==> src/rtl/dac_bus_receiver.sv <==
// Receiver for the quad 8-bit parallel DAC write bus: synchronizes the bus, decodes writes into
// input registers, and transfers them to DAC registers on LDAC. Define DAC_RX_STATS_EN for event counters.
module dac_bus_receiver #(
  parameter int          SYNC_STAGES = 2,
  parameter logic [7:0]  CLR_VALUE   = 8'h00
) (
  input  logic       clk,
  input  logic       rst_n,
  input  logic [7:0] db,
  input  logic [1:0] A,
  input  logic       cs_n,
  input  logic       wr_n,
  input  logic       ldac_n,
  input  logic       clr_n,
  input  logic       pd_n,
  output logic [7:0] dac_a,
  output logic [7:0] dac_b,
  output logic [7:0] dac_c,
  output logic [7:0] dac_d,
  output logic [7:0] in_a,
  output logic [7:0] in_b,
  output logic [7:0] in_c,
  output logic [7:0] in_d,
  output logic       wr_strobe,
  output logic [1:0] wr_addr,
  output logic       update_strobe,
  output logic       abort_strobe,
  output logic       powered_down
`ifdef DAC_RX_STATS_EN
  ,
  output logic [15:0] wr_count,
  output logic [15:0] ldac_count,
  output logic [7:0]  abort_count
`endif
);

  typedef enum logic {IDLE = 1'b0, ARMED = 1'b1} state_t;

  // Control bits packed as {pd_n, clr_n, ldac_n, wr_n, cs_n}
  logic [4:0] ctrl_sync_q [SYNC_STAGES];
  logic [9:0] data_sync_q [SYNC_STAGES];

  logic       cs_s, wr_s, ldac_s, clr_s, pd_s, clr_early_s, clear_s, flushed_s, ldac_edge_s;
  logic [7:0] db_s;
  logic [1:0] addr_s;

  state_t          state_q, state_d;
  logic [7:0]      hold_data_q, hold_data_d;
  logic [1:0]      hold_addr_q, hold_addr_d;
  logic [3:0][7:0] in_q, in_d_s, dac_q, dac_d_s;
  logic [1:0]      wr_addr_q, wr_addr_d;
  logic            wr_stb_q, wr_stb_d, upd_stb_q, upd_stb_d, abt_stb_q, abt_stb_d;
  logic [2:0]      flush_cnt_q, flush_cnt_d;
  logic            ready_q, ready_d, ldac_prev_q, ldac_prev_d;

  // Input synchronizer chains
  always_ff @(posedge clk or negedge rst_n) begin
    if (!rst_n) begin
      for (int i = 0; i < SYNC_STAGES; i++) begin
        ctrl_sync_q[i] <= 5'b11111;
        data_sync_q[i] <= 10'd0;
      end
    end else begin
      ctrl_sync_q[0] <= {pd_n, clr_n, ldac_n, wr_n, cs_n};
      data_sync_q[0] <= {A, db};
      for (int i = 1; i < SYNC_STAGES; i++) begin
        ctrl_sync_q[i] <= ctrl_sync_q[i-1];
        data_sync_q[i] <= data_sync_q[i-1];
      end
    end
  end

  assign {pd_s, clr_s, ldac_s, wr_s, cs_s} = ctrl_sync_q[SYNC_STAGES-1];
  assign {addr_s, db_s} = data_sync_q[SYNC_STAGES-1];
  // Clear taps one stage early so the registers reach CLR_VALUE SYNC_STAGES clk after the pin
  assign clr_early_s = ctrl_sync_q[SYNC_STAGES-2][3];
  assign clear_s     = ~clr_early_s | ~clr_s;
  // Until the chain has refilled after reset, its reset values must not look like bus events
  assign flushed_s   = (flush_cnt_q == 3'(SYNC_STAGES));
  assign ldac_edge_s = flushed_s & ldac_prev_q & ~ldac_s;

  // Bus FSM, clear/LDAC/commit priority and strobe generation
  always_comb begin
    state_d     = state_q;
    hold_data_d = hold_data_q;
    hold_addr_d = hold_addr_q;
    in_d_s      = in_q;
    dac_d_s     = dac_q;
    wr_addr_d   = wr_addr_q;
    wr_stb_d    = 1'b0;
    upd_stb_d   = 1'b0;
    abt_stb_d   = 1'b0;
    flush_cnt_d = flushed_s ? flush_cnt_q : flush_cnt_q + 3'd1;
    ready_d     = ready_q | (flushed_s & wr_s);
    ldac_prev_d = flushed_s ? ldac_s : 1'b0;
    if (clear_s) begin
      state_d = IDLE;
      in_d_s  = {4{CLR_VALUE}};
      dac_d_s = {4{CLR_VALUE}};
    end else begin
      if (ldac_edge_s) begin
        dac_d_s   = in_q;
        upd_stb_d = 1'b1;
      end else begin
        upd_stb_d = 1'b0;
      end
      case (state_q)
        IDLE: begin
          if (flushed_s && ready_q && !cs_s && !wr_s) begin
            state_d     = ARMED;
            hold_data_d = db_s;
            hold_addr_d = addr_s;
          end else begin
            state_d = IDLE;
          end
        end
        ARMED: begin
          if (cs_s) begin
            abt_stb_d = 1'b1;
            state_d   = IDLE;
          end else if (!wr_s) begin
            hold_data_d = db_s;
            hold_addr_d = addr_s;
          end else begin
            in_d_s[hold_addr_q] = hold_data_q;
            wr_addr_d           = hold_addr_q;
            wr_stb_d            = 1'b1;
            state_d             = IDLE;
          end
        end
        default: state_d = IDLE;
      endcase
    end
  end

  // State and output registers
  always_ff @(posedge clk or negedge rst_n) begin
    if (!rst_n) begin
      state_q     <= IDLE;
      hold_data_q <= 8'd0;
      hold_addr_q <= 2'd0;
      in_q        <= {4{CLR_VALUE}};
      dac_q       <= {4{CLR_VALUE}};
      wr_addr_q   <= 2'd0;
      wr_stb_q    <= 1'b0;
      upd_stb_q   <= 1'b0;
      abt_stb_q   <= 1'b0;
      flush_cnt_q <= 3'd0;
      ready_q     <= 1'b0;
      ldac_prev_q <= 1'b0;
    end else begin
      state_q     <= state_d;
      hold_data_q <= hold_data_d;
      hold_addr_q <= hold_addr_d;
      in_q        <= in_d_s;
      dac_q       <= dac_d_s;
      wr_addr_q   <= wr_addr_d;
      wr_stb_q    <= wr_stb_d;
      upd_stb_q   <= upd_stb_d;
      abt_stb_q   <= abt_stb_d;
      flush_cnt_q <= flush_cnt_d;
      ready_q     <= ready_d;
      ldac_prev_q <= ldac_prev_d;
    end
  end

  assign {in_d, in_c, in_b, in_a}     = in_q;
  assign {dac_d, dac_c, dac_b, dac_a} = dac_q;
  assign wr_addr       = wr_addr_q;
  assign wr_strobe     = wr_stb_q;
  assign update_strobe = upd_stb_q;
  assign abort_strobe  = abt_stb_q;
  assign powered_down  = ~pd_s;

`ifdef DAC_RX_STATS_EN
  logic [15:0] wr_cnt_q, ldac_cnt_q;
  logic [7:0]  abt_cnt_q;

  // Event counters survive clear, only reset zeroes them
  always_ff @(posedge clk or negedge rst_n) begin
    if (!rst_n) begin
      wr_cnt_q   <= 16'd0;
      ldac_cnt_q <= 16'd0;
      abt_cnt_q  <= 8'd0;
    end else begin
      wr_cnt_q   <= wr_cnt_q + {15'd0, wr_stb_q};
      ldac_cnt_q <= ldac_cnt_q + {15'd0, upd_stb_q};
      abt_cnt_q  <= abt_cnt_q + {7'd0, abt_stb_q};
    end
  end

  assign wr_count    = wr_cnt_q;
  assign ldac_count  = ldac_cnt_q;
  assign abort_count = abt_cnt_q;
`endif

endmodule

==> config.mk <==
export PLATFORM = sky130hd
export DESIGN_NAME = dac_bus_receiver
export DESIGN_NICKNAME = d
export VERILOG_FILES = /design/src/rtl/dac_bus_receiver.sv
export SDC_FILE = /design/constraint.sdc
export NUM_CORES = 1
export LEC_CHECK = 0
export BUFFER_PORTS_ARGS = -buffer_cell sky130_fd_sc_hd__buf_2
export CAP_MARGIN = 30
export CORE_ASPECT_RATIO = 0.7
export CORE_UTILIZATION = 39
export DETAILED_ROUTE_END_ITERATION = 8
export SYNTH_ARGS = -nofsm -noshare
export SYNTH_HDL_FRONTEND = slang
export SYNTH_SLANG_ARGS = --single-unit
export TNS_END_PERCENT = 1
==> constraint.sdc <==
create_clock -name clk -period 1.7 [get_ports clk]
set_clock_uncertainty 0.1 [all_clocks]
set_input_delay 0.255 -clock clk [delete_from_list [all_inputs] [get_ports clk]]
set_output_delay 0.255 -clock clk [all_outputs]
set_load 0.02 [all_outputs]
==> flow_metrics.env, run 1 <==
export IMPL_fin_cells=542
export IMPL_status="finished with violations"
export IMPL_synth_cell_types=27
export IMPL_critPathMaxFanout=6
export IMPL_cts_htree_levels=4
export IMPL_final_util=0.5608
export IMPL_core_rowCount=30
export IMPL_syn_num_nets=294
export IMPL_placed_area_um2=4790
export IMPL_drc=0
export IMPL_syn2layout_area_growth_pct=35.75
export IMPL_max_clock_freq_mhz=576.2
export IMPL_synth_common_cells="dfrtp_1, nand2_1, a22o_1, mux2i_1, mux2_2"
export IMPL_grt_pass1_vias=2533
export IMPL_rr_endpoint="hold_data_q[3]"
export IMPL_reg2reg_slack_ns=-0.04
export IMPL_die_w_um=124.7
export IMPL_crit_path_end_kind="flip-flop"
export IMPL_syn_instance_count=275
export IMPL_start_kind="flip-flop"
export IMPL_first_pass_iters=4
export IMPL_dp_cells=491
export IMPL_cts_buffer_depth=2
export IMPL_grt_pass1_wl_mm=13.57
export IMPL_worstMarginPinSlew_ns=0.4113
export IMPL_synthFlopType="dfrtp_1"
export IMPL_setup_viol=10
export IMPL_ys_top_cells_by_area="dfrtp_1, mux2i_1, a22o_1"
export IMPL_dieHeight_um=87.88
export IMPL_crit_path_start="flush_cnt_q[0]"
export IMPL_yosysWarnings=0
export IMPL_violations="negative setup slack"
export IMPL_grt_usage=0.1670
export IMPL_grt_max_degree=30
export IMPL_numPortBuffers=86
export IMPL_leakage_nw=2.994
export IMPL_die_area_um2=10960
export IMPL_ys_ff_latch=115
export IMPL_final_area_um2=5578
export IMPL_clock_sinks=115
export IMPL_place_hpwl_mm=5.672
export IMPL_clock_latency_ns=0.40
export IMPL_crit_required_ns=1.88
export IMPL_drive_gt1_frac=0.4034
export IMPL_period_minus_slack_ns=1.736
export IMPL_io_pins=87
export IMPL_yosys_area_top_type="dfrtp_1"
export IMPL_ant_nets=0
export IMPL_drt_iter0_drc=166
export IMPL_endpoint="hold_data_q[3]"
export IMPL_numCtsBuffers=17
export IMPL_cts_clk_slew_worst_paths_ns=0.05
export IMPL_routabilityCongestion=0.7181
export IMPL_ys_seq_area_frac=0.7034
export IMPL_slew_viol_final=0
export IMPL_power_density_nw_per_um2=1183
export IMPL_slew_headroom=0.7251
export IMPL_rsz0062_at_grt="true"
export IMPL_critPathArrivalTime_ns=1.92
export IMPL_cts_tree="built"
export IMPL_routed_wl_mm=8.574
export IMPL_root_buffer="clkbuf_16"
export IMPL_synth_area_um2=4109
export IMPL_synth_avg_cell_area_um2=14.94
export IMPL_peakVddDrop_mv=0.6656
export IMPL_overflow=0
export IMPL_synth_most_common_cell="dfrtp_1"
export IMPL_maxCapViolations=0
export IMPL_viasPerCell=4.797
export IMPL_antenna_found_initial=0
export IMPL_synth_top_area_share=0.6395
export IMPL_rr_startpoint="flush_cnt_q[0]"
export IMPL_worst_r2r_cell_count=6
export IMPL_core_um2=9947
export IMPL_wl_per_cell_um=15.82
export IMPL_nNetsFinal=420
export IMPL_async_reset_ff_frac=1.000
export IMPL_min_path_type="input pin to async pin"
export IMPL_hold_viol_final=0
export IMPL_period_share=1.021
export IMPL_via_count=2600
export IMPL_fin_ws_ns=-0.03558
export IMPL_worstSetupPathType="flip-flop to flip-flop"
export IMPL_synth_edff_count=0
export IMPL_power_mw=6.597
export IMPL_nFillCells=812
export IMPL_diodes=0
export IMPL_start_util=0.4131
==> cells by family (layout without fill, tap and decap cells) <==
logic type | after synthesis | count (layout) | share of synthesized area
xor gates and xnor gates | 1 | 1 | 0.002132
DFF | 115 | 115 | 0.7034
muxes | 45 | 45 | 0.1136
adders and majority gates | 2 | 2 | 0.006089
AOI/OAI and AO/OA | 36 | 36 | 0.07643
buffers and inverters | 19 | 158 | 0.02832
and+or+nand+nor | 57 | 57 | 0.07004
==> sequential cells by signal, summed over array words and instances (netlist names), 2 cells and up <==
register,flops
addr_s,2
ctrl_sync_q,7
dac_a,8
dac_b,8
dac_c,8
dac_d,8
data_sync_q,18
flush_cnt_q,3
hold_addr_q,2
hold_data_q,8
in_a,8
in_b,8
in_c,8
in_d,8
wr_addr,2
==> metal layers <==
metal  GRT usage  wire length [µm]
met1      0.2361              4297
met3     0.05192               366
met2      0.2386              3827
met5           0                 0
met4     0.07229                82
==> cell usage in the layout (no fill, tap or decap), drive strengths merged <==
master / count
buf: 106
dfrtp: 105
nand2: 42
a22o: 32
mux2i: 32
clkbuf: 21
dlygate4sd3: 16
mux2: 13
dfstp: 10
clkinv: 7
inv: 4
nor2: 3
and2: 2
or3b: 2
bufinv: 2
clkinvlp: 2
ha: 2
and2b: 1
a21o: 1
and3b: 1
o211ai: 1
and3: 1
and4: 1
nand3b: 1
a31oi: 1
o21ai: 1
xnor2: 1
nor3: 1
nor2b: 1
nand4: 1
==> repair_timing <==
| item | in CTS | in global routing |
|---|---|---|
| setup endpoints to repair | 11 | 28 |
| gates cloned | 0 | 1 |
| pin swaps | 0 | 2 |
| endpoints found under the hold margin | 85 | 0 |
| setup buffers | 0 | 2 |
| hold buffers | 16 | 0 |
| gates resized for setup | 1 | 11 |
==> per-stage QoR <==
| stage | TNS [ns] | hold slack [ns] | setup WS [ns] |
|---|---|---|---|
| floorplan | -0.09495 | -0.1406 | -0.01055 |
| global placement | 0 | 0.07890 | 0.02620 |
| detailed placement | -0.01189 | 0.08548 | -0.003839 |
| CTS | -0.1562 | 0.2091 | -0.02424 |
| global route | -0.7855 | 0.2282 | -0.08717 |
| finish | -0.2107 | 0.2045 | -0.03558 |
==> critical path, stage by stage (launching register included) <==
cell	delay, ns
dfrtp_1	0.34
inv_1	0.05
ha_2	0.18
and3b_1	0.16
o211ai_1	0.25
buf_4	0.24
mux2_4	0.31
==> layout make-up <==
| class | count | area [µm²] | share of cell area |
|---|---|---|---|
| Tap cell | 128 | 160.2 | 0.02871 |
| Inverter | 4 | 15.01 | 0.002692 |
| Clock inverter | 11 | 110.1 | 0.01974 |
| Clock buffer | 21 | 460.4 | 0.08255 |
| Sequential cell | 115 | 2890 | 0.5182 |
| Multi-Input combinational cell | 141 | 1137 | 0.2039 |
| Timing Repair Buffer | 122 | 804.5 | 0.1442 |
==> worst min-delay path by stage <==
stage	from	end	slack (ns)	depth (start not counted)
6_report	rst_n	in_b[6]	0.20	2
5_1_grt	rst_n	in_d[7]	0.23	2
4_1_cts	rst_n	in_b[6]	0.21	2
3_5_place_dp	rst_n	in_b[6]	0.09	1
3_3_place_gp	rst_n	in_b[6]	0.08	1
2_1_floorplan	rst_n	abort_strobe	-0.14	0
==> where the power goes <==
group / leakage [nW] / total (mW) / internal, mW / switching, mW
clock network: 0.282 / 3.37 / 2.21 / 1.16
logic: 1.22 / 0.307 / 0.149 / 0.157
registers: 1.49 / 2.92 / 2.85 / 0.0711
total: 2.99 / 6.60 / 5.21 / 1.39
(Power assumes the default switching activity.)
==> inputs of run 2 (changes only) <==
- ABC_AREA: unset -> 1
- CTS_BUF_LIST: unset -> sky130_fd_sc_hd__clkbuf_4
==> flow_metrics.env, run 2 <==
export IMPL_power_mw=5.187
export IMPL_slew_viol_final=0
export IMPL_ant_nets=0
export IMPL_grt_usage=0.1718
export IMPL_synth_xor_area_frac=0.004221
export IMPL_core_rowCount=31
export IMPL_critPathArrivalTime_ns=1.85
export IMPL_rsz0062_at_grt="true"
export IMPL_overflow=0
export IMPL_cts_tree="built"
export IMPL_io_pins=87
export IMPL_cts_buffer_depth=2
export IMPL_root_buffer="clkbuf_4"
export IMPL_synth_avg_cell_area_um2=10.84
export IMPL_cts_htree_levels=4
export IMPL_ys_seq_area_frac=0.6964
export IMPL_slew_headroom=0.6629
export IMPL_clock_sinks=115
export IMPL_core_um2=10360
export IMPL_synth_top_area_share=0.6331
export IMPL_placed_area_um2=4772
export IMPL_critPathMaxFanout=16
export IMPL_yosys_area_top_type="dfrtp_1"
export IMPL_numPortBuffers=86
export IMPL_largest_register="data_sync_q"
export IMPL_synth_common_cells="nand2_1, dfrtp_1, nand3_1, o21ai_0, buf_2"
export IMPL_max_stage_delay_ns=0.55
export IMPL_wl_per_cell_um=13.59
export IMPL_drc=9
export IMPL_syn2layout_area_growth_pct=25.87
export IMPL_diodes=0
export IMPL_max_clock_freq_mhz=632.3
export IMPL_place_hpwl_mm=5.829
export IMPL_final_util=0.5044
export IMPL_syn_instance_count=383
export IMPL_synth_compound_area_frac=0.04221
export IMPL_synth_area_um2=4150
export IMPL_die_w_um=125.3
export IMPL_synth_fa_ha_area_frac=0.006030
export IMPL_path_cells="nand2_1 -> nor2_4 -> nand2_1 -> nand3_1 -> o21ai_0"
export IMPL_synth_most_common_cell="nand2_1"
export IMPL_drt_iter0_drc=194
export IMPL_muxShareOfSynthArea=0
export IMPL_die_area_um2=11060
export IMPL_ys_ff_latch=115
export IMPL_first_pass_iters=6
export IMPL_worstSetupPathType="flip-flop to flip-flop"
export IMPL_numCtsBuffers=17
export IMPL_viasPerCell=4.755
export IMPL_crit_path_end_kind="flip-flop"
export IMPL_start_kind="flip-flop"
export IMPL_cpMaxStageDelayCell="dfstp_2"
export IMPL_final_cell_mix="nand2_1, dfrtp_1, buf_2"
export IMPL_nFillCells=960
export IMPL_synthFlopType="dfrtp_1"
export IMPL_syn_num_nets=402
export IMPL_drive_gt1_frac=0.2868
export IMPL_via_count=3048
export IMPL_status="finished with violations"
export IMPL_synth_edff_count=0
export IMPL_leakage_nw=2.841
export IMPL_hold_viol_final=0
export IMPL_worstMarginPinSlew_ns=0.5057
export IMPL_violations="design-rule violations"
export IMPL_start_util=0.4007
export IMPL_final_area_um2=5224
export IMPL_antenna_found_initial=0
export IMPL_routed_wl_mm=8.711
export IMPL_setup_viol=0
export IMPL_grt_max_degree=76
export IMPL_period_share=0.9303
export IMPL_synth_top_family_by_area="simple AND/OR/NAND/NOR gates"
export IMPL_maxCapViolations=0
export IMPL_cts_clk_slew_worst_paths_ns=0.10
export IMPL_dieHeight_um=88.31
export IMPL_grt_pass1_vias=2783
export IMPL_synth_simple_gate_area_frac=0.2104
export IMPL_period_minus_slack_ns=1.581
export IMPL_routabilityCongestion=0.8080
export IMPL_yosysWarnings=0
export IMPL_min_path_type="input pin to async pin"
export IMPL_clock_latency_ns=0.50
export IMPL_nNetsFinal=515
export IMPL_power_density_nw_per_um2=993.0
export IMPL_cp_common_cell="nand2_1"
export IMPL_grt_pass1_wl_mm=14.17
export IMPL_async_reset_ff_frac=1.000
export IMPL_synth_cell_types=20
export IMPL_ys_top_cells_by_area="dfrtp_1, nand2_1, nand3_1"
export IMPL_peakVddDrop_mv=0.6351
export IMPL_crit_required_ns=1.97
export IMPL_largest_register_ffs=18
run 2: kinds of logic after synthesis:
kind of cell,after synthesis
buf+inv,34
compound gates,35
simple gates,195
fa+ha+maj,2
flops,115
xor+xnor,2
run 2: repair_timing:
| action | CTS | global route |
|---|---|---|
| resized for setup | 0 | 3 |
| setup endpoints to repair | 0 | 28 |
| buffers inserted | 0 | 0 |
| hold buffers | 16 | 0 |
| hold endpoints to repair | 130 | 0 |
run 2: per-stage QoR:
stage          worst slack (ns)  hold WS [ns]  cells  TNS [ns]
6_report                 0.1186        0.2080    641         0
5_1_grt                -0.04420        0.1893    641   -0.2304
4_1_cts                 0.09145        0.1997    641         0
3_5_place_dp             0.1195        0.2095    593         0
3_3_place_gp             0.1394        0.2146    593         0
2_1_floorplan            0.2334       -0.1406    383         0
run 2: layout make-up:
cell class              instances  area, µm²  share of cell area
flip-flops and latches        115       2890              0.5533
well taps                     132      165.2             0.03162
repair buffers                114      733.2              0.1404
clock buffers                  19      142.6             0.02731
inverters                      14      52.55             0.01006
clock inverters                13      141.4             0.02707
multi-input cells             234       1099              0.2103
run 2: path summary, 6_finish.rpt:
path | startpoint | endpoint | slack, ns | depth (start not counted)
hold / removal | rst_n | dac_a[1] | 0.21 | 3
hold reg to reg | data_sync_q[10] | data_sync_q[0] | 0.25 | 0
setup / recovery | ctrl_sync_q[1] | in_c[4] | 0.12 | 5
max in group asynchronous | rst_n | dac_d[4] | 0.86 | 3
min in group clk | data_sync_q[10] | data_sync_q[0] | 0.25 | 0
setup reg to reg | ctrl_sync_q[1] | in_c[4] | 0.12 | 5
run 2: layer usage:
layer / routed length [µm] / vias to the layer above / GRT usage / part of all wire
met3: 513 / 6 / 0.07316 / 0.059
met5: 0 / - / 0 / 0
met4: 51 / 0 / 0.04324 / 0.0059
met2: 3979 / 86 / 0.2489 / 0.46
met1: 4166 / 1471 / 0.2387 / 0.48
li1: - / 1485 / - / -
run 2: critical path, delay by kind of cell (launching register included):
kind	cells	cell delay, ns
AND/OR/NAND/NOR	4	0.70
flip-flops	1	0.55
AO/OA/AOI/OAI	1	0.09
run 2: report_power, final:
group	total [mW]	switching (mW)	internal (mW)
clock	2.00	0.973	1.02
sequential	2.89	0.0548	2.84
combinational	0.300	0.195	0.106
total	5.19	1.22	3.96
==> inputs of run 3 (changes only) <==
- CORE_UTILIZATION: 39 -> 25
- SLEW_MARGIN: unset -> 20
- clock period: 1.7 -> 1.8 ns (I/O delays scaled with it)
==> flow_metrics.env, run 3 (synthesized netlist as in run 2, its figures left out) <==
export IMPL_status="completed"
export IMPL_seqPwrFrac=0.508
export IMPL_drive_gt1_frac=0.2908
export IMPL_fin_setup_tns_ns=0
export IMPL_slew_headroom=0.6648
export IMPL_final_cell_mix="nand2_1, dfrtp_1, buf_2"
export IMPL_path_delay_family="simple AND/OR/NAND/NOR gates"
export IMPL_worstSetupPathType="flip-flop to flip-flop"
export IMPL_largest_register_ffs=18
export IMPL_critPathMaxFanout=8
export IMPL_min_path_type="input pin to async pin"
export IMPL_leakage_nw=2.870
export IMPL_period_minus_slack_ns=1.728
export IMPL_layout_commonest_cell="nand2_1"
export IMPL_cts_buffer_depth=2
export IMPL_slew_viol_final=0
export IMPL_fin_ws_ns=0.07175
export IMPL_routed_wl_mm=9.967
export IMPL_syn2layout_area_growth_pct=30.90
export IMPL_cp_buffers_inverters=2
export IMPL_die_w_um=156
export IMPL_numCtsBuffers=17
export IMPL_swShare=0.2272
export IMPL_reg2reg_slack_ns=0.07
export IMPL_grt_pass1_wl_mm=15.38
export IMPL_worstMarginPinSlew_ns=0.5016
export IMPL_clock_sinks=115
export IMPL_maxCapViolations=0
export IMPL_setup_viol=0
export IMPL_cpMaxStageDelayCell="dfrtp_1"
export IMPL_overflow=0
export IMPL_post_place_ws_ns=0.04976
export IMPL_grt_pass1_vias=2959
export IMPL_start_kind="flip-flop"
export IMPL_viasPerCell=4.185
export IMPL_cts_tree="built"
export IMPL_first_pass_iters=4
export IMPL_root_buffer="clkbuf_4"
export IMPL_numPortBuffers=86
export IMPL_antenna_found_initial=0
export IMPL_diodes=0
export IMPL_combPwrFrac=0.055
export IMPL_power_density_nw_per_um2=989.3
export IMPL_critPathArrivalTime_ns=2.07
export IMPL_rr_endpoint="dac_a[3]"
export IMPL_routabilityCongestion=0.7422
export IMPL_peakVddDrop_mv=0.3263
export IMPL_power_mw=5.375
export IMPL_grt_max_degree=45
export IMPL_final_util=0.3343
export IMPL_max_stage_delay_ns=0.40
export IMPL_drt_iter0_drc=166
export IMPL_core_um2=16250
export IMPL_start_util=0.2554
export IMPL_largest_register="data_sync_q"
export IMPL_core_rowCount=39
export IMPL_worst_r2r_cell_count=8
export IMPL_grt_usage=0.1205
export IMPL_crit_required_ns=2.14
export IMPL_p_switching_mw=1.221
export IMPL_nNetsFinal=515
export IMPL_ant_nets=0
export IMPL_path_cells="inv_2 -> ha_1 -> inv_2 -> nor2_4 -> nand3_4 -> nor2_4 -> nand2_1 -> nand2_1"
export IMPL_p_int_mw=4.153
export IMPL_place_hpwl_mm=6.703
export IMPL_rsz0062_at_grt="true"
export IMPL_cts_clk_slew_worst_paths_ns=0.11
export IMPL_rr_startpoint="flush_cnt_q[0]"
export IMPL_die_area_um2=17130
export IMPL_cp_depth=8
export IMPL_crit_path_end_kind="flip-flop"
export IMPL_clock_power_share=0.437
export IMPL_max_clock_freq_mhz=578.6
export IMPL_io_pins=87
export IMPL_wl_per_cell_um=13.58
export IMPL_drc=0
export IMPL_cts_htree_levels=4
export IMPL_clock_latency_ns=0.49
export IMPL_period_share=0.9601
export IMPL_hold_viol_final=0
export IMPL_dieHeight_um=109.8
export IMPL_via_count=3072
==> run 3: changes by cell type in the layout (fill, tap and decap cells not counted), sizes merged <==
| cell | delta |
|---|---|
| clkinvlp | -1 |
| bufinv | +3 |
| nor2 | +2 |
| clkbuf | -2 |
| inv | +1 |
| buf | -2 |
| clkinv | -1 |
==> run 3: what timing repair did <==
item,CTS,global route
hold buffers,16,0
endpoints found under the hold margin,109,0
setup buffers,0,1
setup endpoints to repair,0,51
gates resized for setup,0,6
==> run 3: power by group through the flow <==
stage                     clock, mW  sequential [mW]  combinational (mW)
final                          2.35             2.73               0.295
after global routing           2.57             2.74               0.337
after CTS                      2.43             2.73               0.288
after detailed placement          0             2.78               0.262
after global placement            0             2.77               0.256
after floorplan                   0             2.77               0.127
==> run 3: worst max path at each step <==
stage	from	endpoint	slack (ns)
after global routing	flush_cnt_q[0]	dac_a[3]	-0.04
after floorplan	flush_cnt_q[0]	dac_b[0]	0.33
final	flush_cnt_q[0]	dac_a[3]	0.07
after detailed placement	flush_cnt_q[0]	dac_a[3]	0.05
after CTS	flush_cnt_q[0]	dac_a[3]	0.02
after global placement	flush_cnt_q[0]	dac_b[4]	0.13
==> run 3: final cells by class <==
| type | instances | area (µm²) |
|---|---|---|
| clock inverters | 15 | 236.5 |
| fillers | 1679 | 10820 |
| clock buffers | 17 | 127.6 |
| repair buffers | 112 | 725.7 |
| inverters | 14 | 52.55 |
| flip-flops and latches | 115 | 2890 |
| multi-input cells | 236 | 1119 |
| well taps | 225 | 281.5 |
==> run 3: through the flow <==
step	hold WS, ns	instances	cell area [µm²]
after floorplan	-0.1256	383	4150
after global placement	0.1352	683	4853
after detailed placement	0.1417	683	4853
after CTS	0.1158	731	5378
after global routing	0.1206	734	5433
final	0.1462	734	5433
==> run 3: metal layers <==
layer | up-vias | GRT usage | wire [µm]
met2 | 80 | 0.1840 | 4486
met4 | 0 | 0.04832 | 156
li1 | 1478 | - | -
met1 | 1499 | 0.1578 | 4769
met5 | - | 0 | 0
met3 | 15 | 0.03981 | 555
